--- config.mk ---
export PLATFORM = sky130hd
export DESIGN_NAME = multicycle_control
export DESIGN_NICKNAME = d
export VERILOG_FILES = /design/src/rtl/multicycle_control.sv
export SDC_FILE = /design/constraint.sdc
export NUM_CORES = 1
export LEC_CHECK = 0
export BUFFER_PORTS_ARGS = -buffer_cell sky130_fd_sc_hd__buf_2
export CAP_MARGIN = 20
export CORE_UTILIZATION = 51
export CTS_CLUSTER_DIAMETER = 120
export DETAILED_ROUTE_END_ITERATION = 7
export GPL_ROUTABILITY_DRIVEN = 0
export PLACE_DENSITY = 0.79
export REMOVE_ABC_BUFFERS = 1
export SYNTH_ARGS = -nofsm -noshare
export SYNTH_HDL_FRONTEND = slang
export SYNTH_SLANG_ARGS = --single-unit
--- constraint.sdc ---
create_clock -name clk -period 3.2 [get_ports clk]
set_input_delay 0.96 -clock clk [delete_from_list [all_inputs] [get_ports clk]]
set_output_delay 0.96 -clock clk [all_outputs]
set_load 0.02 [all_outputs]
--- src/rtl/multicycle_control.sv ---
// -----------------------------------------------------------------------------
// multicycle_control
//
// Control FSM for a classic multicycle MIPS-style datapath. It sequences
// fetch, decode, memory, R-type, beq, addi and j instructions, drives the
// datapath control lines as Moore decodes of the current state, flags
// unsupported opcodes, and counts retired instructions.
//
// Ports
//   clk          in   sole clock, rising edge
//   reset        in   asynchronous, active-high reset
//   opcode[5:0]  in   instruction[31:26] from the instruction register
//   mem_ready    in   memory completion handshake (used in FETCH, MEM_RD, MEM_WR)
//   PCWrite, PCWriteCond, IorD, MemRead, MemWrite, MemtoReg, IRWrite,
//   RegDst, RegWrite, ALUSrcA                       out  1-bit datapath controls
//   ALUSrcB[1:0]  out  00 B, 01 const 4, 10 sext imm, 11 sext imm << 2
//   PCSource[1:0] out  00 ALU result, 01 ALUOut, 10 jump target
//   ALUOp[1:0]    out  00 add, 01 sub, 10 funct-decoded
//   state[3:0]    out  current FSM state (debug)
//   illegal_op    out  high during the DECODE cycle of an unsupported opcode
//   instr_count   out  retired-instruction counter, CNT_W bits, wraps
// -----------------------------------------------------------------------------
module multicycle_control #(
    parameter bit ENABLE_ADDI = 1'b1,
    parameter bit ENABLE_J    = 1'b1,
    parameter int CNT_W       = 32
) (
    input  logic             clk,
    input  logic             reset,
    input  logic [5:0]       opcode,
    input  logic             mem_ready,
    output logic             PCWrite,
    output logic             PCWriteCond,
    output logic             IorD,
    output logic             MemRead,
    output logic             MemWrite,
    output logic             MemtoReg,
    output logic             IRWrite,
    output logic             RegDst,
    output logic             RegWrite,
    output logic             ALUSrcA,
    output logic [1:0]       ALUSrcB,
    output logic [1:0]       PCSource,
    output logic [1:0]       ALUOp,
    output logic [3:0]       state,
    output logic             illegal_op,
    output logic [CNT_W-1:0] instr_count
);

    localparam logic [3:0] S_FETCH     = 4'd0;
    localparam logic [3:0] S_DECODE    = 4'd1;
    localparam logic [3:0] S_MEM_ADDR  = 4'd2;
    localparam logic [3:0] S_MEM_RD    = 4'd3;
    localparam logic [3:0] S_MEM_WB    = 4'd4;
    localparam logic [3:0] S_MEM_WR    = 4'd5;
    localparam logic [3:0] S_R_EXEC    = 4'd6;
    localparam logic [3:0] S_R_WB      = 4'd7;
    localparam logic [3:0] S_BEQ       = 4'd8;
    localparam logic [3:0] S_ADDI_EXEC = 4'd9;
    localparam logic [3:0] S_ADDI_WB   = 4'd10;
    localparam logic [3:0] S_JUMP      = 4'd11;

    localparam logic [5:0] OP_RTYPE = 6'b000000;
    localparam logic [5:0] OP_J     = 6'b000010;
    localparam logic [5:0] OP_BEQ   = 6'b000100;
    localparam logic [5:0] OP_ADDI  = 6'b001000;
    localparam logic [5:0] OP_LW    = 6'b100011;
    localparam logic [5:0] OP_SW    = 6'b101011;

    logic [3:0]       state_q, state_d;
    logic [CNT_W-1:0] cnt_q, cnt_d;
    logic             illegal_d;
    logic             retire;

    // Raw Moore decodes; the memory/register write strobes are gated by
    // reset further down.
    logic pcwrite_raw, pcwritecond_raw, memread_raw, memwrite_raw;
    logic irwrite_raw, regwrite_raw;

    // ------------------------------------------------------------------
    // Next-state logic
    // ------------------------------------------------------------------
    always_comb begin
        state_d   = S_FETCH;
        illegal_d = 1'b0;
        case (state_q)
            S_FETCH:    state_d = mem_ready ? S_DECODE : S_FETCH;
            S_DECODE: begin
                case (opcode)
                    OP_LW, OP_SW: state_d = S_MEM_ADDR;
                    OP_RTYPE:     state_d = S_R_EXEC;
                    OP_BEQ:       state_d = S_BEQ;
                    OP_ADDI: begin
                        if (ENABLE_ADDI) state_d = S_ADDI_EXEC;
                        else             illegal_d = 1'b1;
                    end
                    OP_J: begin
                        if (ENABLE_J) state_d = S_JUMP;
                        else          illegal_d = 1'b1;
                    end
                    default:      illegal_d = 1'b1;
                endcase
            end
            // The IR still holds the lw/sw opcode, so it selects the access.
            S_MEM_ADDR:  state_d = (opcode == OP_SW) ? S_MEM_WR : S_MEM_RD;
            S_MEM_RD:    state_d = mem_ready ? S_MEM_WB : S_MEM_RD;
            S_MEM_WB:    state_d = S_FETCH;
            S_MEM_WR:    state_d = mem_ready ? S_FETCH : S_MEM_WR;
            S_R_EXEC:    state_d = S_R_WB;
            S_R_WB:      state_d = S_FETCH;
            S_BEQ:       state_d = S_FETCH;
            S_ADDI_EXEC: state_d = S_ADDI_WB;
            S_ADDI_WB:   state_d = S_FETCH;
            S_JUMP:      state_d = S_FETCH;
            default:     state_d = S_FETCH;   // unreachable codes recover
        endcase
    end

    // An instruction retires only when one of its final states hands back
    // to FETCH; the illegal-opcode return from DECODE is not counted.
    always_comb begin
        retire = 1'b0;
        if (state_d == S_FETCH) begin
            case (state_q)
                S_MEM_WB, S_MEM_WR, S_R_WB, S_BEQ, S_ADDI_WB, S_JUMP: retire = 1'b1;
                default: retire = 1'b0;
            endcase
        end
    end

    always_comb begin
        cnt_d = cnt_q;
        if (retire) cnt_d = cnt_q + CNT_W'(1);
    end

    always_ff @(posedge clk or posedge reset) begin
        if (reset) begin
            state_q <= S_FETCH;
            cnt_q   <= '0;
        end else begin
            state_q <= state_d;
            cnt_q   <= cnt_d;
        end
    end

    // ------------------------------------------------------------------
    // Output decode
    // ------------------------------------------------------------------
    always_comb begin
        pcwrite_raw     = 1'b0;
        pcwritecond_raw = 1'b0;
        memread_raw     = 1'b0;
        memwrite_raw    = 1'b0;
        irwrite_raw     = 1'b0;
        regwrite_raw    = 1'b0;
        IorD            = 1'b0;
        MemtoReg        = 1'b0;
        RegDst          = 1'b0;
        ALUSrcA         = 1'b0;
        ALUSrcB         = 2'b00;
        PCSource        = 2'b00;
        ALUOp           = 2'b00;
        case (state_q)
            S_FETCH: begin
                memread_raw = 1'b1;
                ALUSrcB     = 2'b01;
                // IR load and PC+4 happen only in the completing cycle.
                irwrite_raw = mem_ready;
                pcwrite_raw = mem_ready;
            end
            S_DECODE: ALUSrcB = 2'b11;
            S_MEM_ADDR, S_ADDI_EXEC: begin
                ALUSrcA = 1'b1;
                ALUSrcB = 2'b10;
            end
            S_MEM_RD: begin
                memread_raw = 1'b1;
                IorD        = 1'b1;
            end
            S_MEM_WB: begin
                regwrite_raw = 1'b1;
                MemtoReg     = 1'b1;
            end
            S_MEM_WR: begin
                memwrite_raw = 1'b1;
                IorD         = 1'b1;
            end
            S_R_EXEC: begin
                ALUSrcA = 1'b1;
                ALUOp   = 2'b10;
            end
            S_R_WB: begin
                regwrite_raw = 1'b1;
                RegDst       = 1'b1;
            end
            S_BEQ: begin
                ALUSrcA         = 1'b1;
                ALUOp           = 2'b01;
                pcwritecond_raw = 1'b1;
                PCSource        = 2'b01;
            end
            S_ADDI_WB: regwrite_raw = 1'b1;
            S_JUMP: begin
                pcwrite_raw = 1'b1;
                PCSource    = 2'b10;
            end
            default: ;
        endcase
    end

    // Reset forces state to FETCH asynchronously, but FETCH itself asserts
    // MemRead, so the architectural strobes are also masked directly.
    assign PCWrite     = pcwrite_raw     & ~reset;
    assign PCWriteCond = pcwritecond_raw & ~reset;
    assign MemRead     = memread_raw     & ~reset;
    assign MemWrite    = memwrite_raw    & ~reset;
    assign IRWrite     = irwrite_raw     & ~reset;
    assign RegWrite    = regwrite_raw    & ~reset;
    assign illegal_op  = (state_q == S_DECODE) & illegal_d & ~reset;

    assign state       = state_q;
    assign instr_count = cnt_q;

endmodule

==> flow_results.org <==
** Logic synthesis
- The synthesized design devotes to its leading area cell type 43.3% of total area.
- Commonest register cell after synthesis :: sky130_fd_sc_hd__dfrtp_1
- Yosys reg bits :: 36
- Yosys warning total :: 0
- Synth Cell Area :: 2080 um^2
- Netlist cell types :: 42
- Post-synthesis cell count :: 210
- Avg Inst Size Synth :: 9.90 um^2
- Library cell occupying the most area in the post-synthesis netlist :: sky130_fd_sc_hd__dfrtp_1
- Post-synth EDFFs :: 0
- Sorting the synthesized cells by area gives the leading types as sky130_fd_sc_hd__dfrtp_1, sky130_fd_sc_hd__xnor2_1, sky130_fd_sc_hd__xor2_1.
- Post-synthesis sequential area ratio :: 43.3%
- Counting flops with an async set or reset pin after synthesis yields a share of 100%.

** Placement
- The count of buffers added on input and output ports is 61.
- Dpl hpwl :: 3320 um
- Including well taps, the total number of placed cells is 316.
- After detailed placement, the total cell area comes to 2440 um^2.

** Layout
- Final Non-Filler Cells :: 324
- Relative to the synthesized area, the layout overhead comes to 22.5%.
- In the final layout, the multi-input gates occupy 1110 um^2.
- In the layout the commonest cells are sky130_fd_sc_hd__buf_2, sky130_fd_sc_hd__dfrtp_1, sky130_fd_sc_hd__xnor2_1, sky130_fd_sc_hd__nor2_1, sky130_fd_sc_hd__nand2_1.
- Final net count :: 285
- For this run, the share of the core covered by cells in the final layout is 67.6%.
- The finished cells cover 2550 um^2.
- Fraction of final layout cells sized beyond drive strength 1 :: 32.6%
- FF/Latch Area :: 901 um^2
- Counting the fill cells in the layout gives 306.
- Inserted Diodes :: 0
- The library cell used most frequently in the layout, excluding fill and tap cells, is sky130_fd_sc_hd__buf_2.

** Routing
- Post-detailed-routing wire length :: 4520 um
- Detailed-route wire length per cell :: 13.9 um
- Dividing the detail-routed via count by the number of cells gives 5.58.
- First-iteration detailed-routing DRC count :: 52
- Routed via count :: 1809
- First-pass DRT Iterations :: 4
- In the routed design, unresolved DRC markers number 0.
- In this run the remaining antenna-violating nets after routing total 0.

** STA
- Final Cycle Share :: 91.6%
- Summed over all failing endpoints, the final setup total negative slack is 0 ns.
- Setup repair after global routing left no endpoint under its margin.
- In this run the tightest slew margin relative to its limit is 66.3%.
- For the pin with the worst max-slew slack, the measured transition is 0.492 ns.
- Clock skew on the completed layout was measured at 0.00642 ns.
- Final hold viol count :: 0
- Counting I/O delays and the setup requirement, the final critical path takes 2.93 ns.
- Highest Clock Rate :: 0.341 GHz
- Number of pins exceeding their max-slew limit in the final report :: 0
- Final setup violating endpoints :: 0

** Critical path
- STA classifies the critical path startpoint as a flop.
- Worst setup path category :: flop to primary output
- Critical path endpoint category :: primary output
- Data on the critical path arrives at its endpoint at 1.97 ns.
- Worst endpoint required time :: 2.24 ns
- Startpoint of the most critical setup path :: state[3]
- For flop-to-flop paths, the worst setup slack is 1.11 ns.
- The worst register-to-register path begins at state[2].
- Counting cells, the worst reg-to-reg path comes to 5.
- Crit path max fanout :: 16

** Clock tree
- Clock-pin slew was measured on the worst setup and hold paths at 0.07 ns.
- For this design, the sink count on the clock tree is 36.
- For this design, the CTS-stage hold fixing added 0 buffers.
- CTS buffer count :: 5
- Quantity of gates resized following cts :: 0
- Number of buffers on the longest clock path :: 2
- The cell sitting at the root of the clock tree is a sky130_fd_sc_hd__clkbuf_8.
- Clock tree from TritonCTS :: built
- CTS H-tree depth :: 2
- Buffers added to address setup during post-CTS repair amount to 0.
- Clock Latency Late Sink :: 0.28 ns

** Pwr
- Per report_power, the clock group accounts for 24.9% of the total.
- In this run the power density over the cells is 613 nW/um^2.
- Power comes to 0.00156 W.
- Power dissipated by switching net loads :: 0.000606 W
- Combinational cell fraction of total power :: 39.3%
- VDD IR-drop max :: 0.442 mV
- Sequential share of power :: 35.8%
- Static Leak :: 1.28 nW
- The internal portion of the total power is 0.000956 W.
- Proportion of total power due to net switching :: 38.8%

** Global routing
- Number of antenna violations at the first check in global routing :: 0
- Global routing consumed, over all layers together, 23.0% of the routing resources.
- Global routing finished with a remaining overflow of 0.
- Pin count of the biggest net entering global routing :: 37
- First-pass GRT wire length :: 7680 um
- Vias in the first global route :: 1663

** Floorplanning
- Initial cell density of the core :: 55.1%
- Vertical die dimension :: 65.9 um
- Number of core rows :: 22
- Placeable core region :: 3770 um^2
- The die covers 4340 um^2.
- Die width :: 65.9 um
- 62 I/O pins were placed.

** Worst hold path
- In this run the most critical hold path is launched from instr_count[31].
- Along the worst hold path, the cell count comes to 1.
- In this run the worst hold path is classified as flop to flop.

** Outcome
- The run finished with clean final reports.

** Job
- Max capacitance violation total :: 0
worst max-delay path, stage by stage, from the launching register on:
cell	delay [ns]
sky130_fd_sc_hd__dfrtp_1	0.66
sky130_fd_sc_hd__nand2b_1	0.31
sky130_fd_sc_hd__mux2_2	0.34
sky130_fd_sc_hd__nor2_1	0.11
sky130_fd_sc_hd__o21a_1	0.12
sky130_fd_sc_hd__buf_2	0.15
kinds of logic (layout without fill, tap and decap cells):
logic type / after synthesis / count (layout) / synth area share [%]
and+or+nand+nor: 99 / 99 / 27.9
xor gates and xnor gates: 34 / 34 / 14.3
buffers and inverters: 13 / 79 / 3.13
muxes: 4 / 4 / 2.17
AOI/OAI and AO/OA: 23 / 23 / 8.54
DFF: 36 / 36 / 43.3
adders and majority gates: 1 / 1 / 0.602
Yosys cell counts (2+ instances only):
| cell type | number |
|---|---|
| sky130_fd_sc_hd__inv_1 | 4 |
| sky130_fd_sc_hd__nor2_1 | 18 |
| sky130_fd_sc_hd__o21ai_0 | 4 |
| sky130_fd_sc_hd__nor2b_1 | 2 |
| sky130_fd_sc_hd__nor3_2 | 2 |
| sky130_fd_sc_hd__a21oi_1 | 6 |
| sky130_fd_sc_hd__nor4_1 | 3 |
| sky130_fd_sc_hd__and4_4 | 2 |
| sky130_fd_sc_hd__and3_1 | 3 |
| sky130_fd_sc_hd__clkbuf_1 | 4 |
| sky130_fd_sc_hd__nand2b_1 | 6 |
| sky130_fd_sc_hd__mux2_2 | 4 |
| sky130_fd_sc_hd__nand2_1 | 17 |
| sky130_fd_sc_hd__o21a_1 | 3 |
| sky130_fd_sc_hd__nor4_4 | 2 |
| sky130_fd_sc_hd__xnor2_1 | 24 |
| sky130_fd_sc_hd__buf_4 | 4 |
| sky130_fd_sc_hd__or2_1 | 2 |
| sky130_fd_sc_hd__and2_1 | 2 |
| sky130_fd_sc_hd__xor2_1 | 10 |
| sky130_fd_sc_hd__and4_1 | 2 |
| sky130_fd_sc_hd__nand4_1 | 9 |
| sky130_fd_sc_hd__dfrtp_1 | 36 |
| sky130_fd_sc_hd__nand3_1 | 11 |
| sky130_fd_sc_hd__nor3_1 | 13 |
stage by stage:
stage	hold slack [ns]	setup WS (ns)
floorplan	0.582	0.177
global placement	0.458	0.370
detailed placement	0.473	0.317
CTS	0.482	0.288
global route	0.493	0.157
finish	0.470	0.269
power by group through the flow:
stage | clock network, W | logic, W | registers, W
3_3_place_gp | 0 | 0.000604 | 0.000566
5_1_grt | 0.000412 | 0.000669 | 0.000566
6_report | 0.000389 | 0.000614 | 0.000560
4_1_cts | 0.000395 | 0.000615 | 0.000560
2_1_floorplan | 0 | 0.000330 | 0.000640
3_5_place_dp | 0 | 0.000612 | 0.000569
path summary, 6_finish.rpt:
check                                       end
worst max-delay path                   RegWrite
worst min-delay path            instr_count[31]
worst max register to register  instr_count[25]
worst min register to register  instr_count[31]
max in group asynchronous              state[3]
min in group asynchronous              state[2]
routing by layer:
layer / share of wire (%) / routed length, um / vias up / GRT usage, %
li1: - / - / 868 / -
met1: 46 / 2080 / 880 / 31.7
met2: 48 / 2170 / 57 / 36.6
met3: 5.4 / 242 / 4 / 4.83
met4: 0.64 / 29 / 0 / 5.71
met5: 0 / 0 / - / 0
sequential cells by signal, indices dropped and copies added (netlist names):
register and cells:
instr_count 32, state 4
area by class of cell:
cell class | count | share of cell area (%)
Clock buffer | 6 | 2.85
Inverter | 4 | 0.589
Multi-Input combinational cell | 161 | 43.7
Clock inverter | 2 | 1.38
Timing Repair Buffer | 67 | 13.8
Tap cell | 48 | 2.36
Sequential cell | 36 | 35.4
No activity file was read; power rests on OpenSTA's default activity.
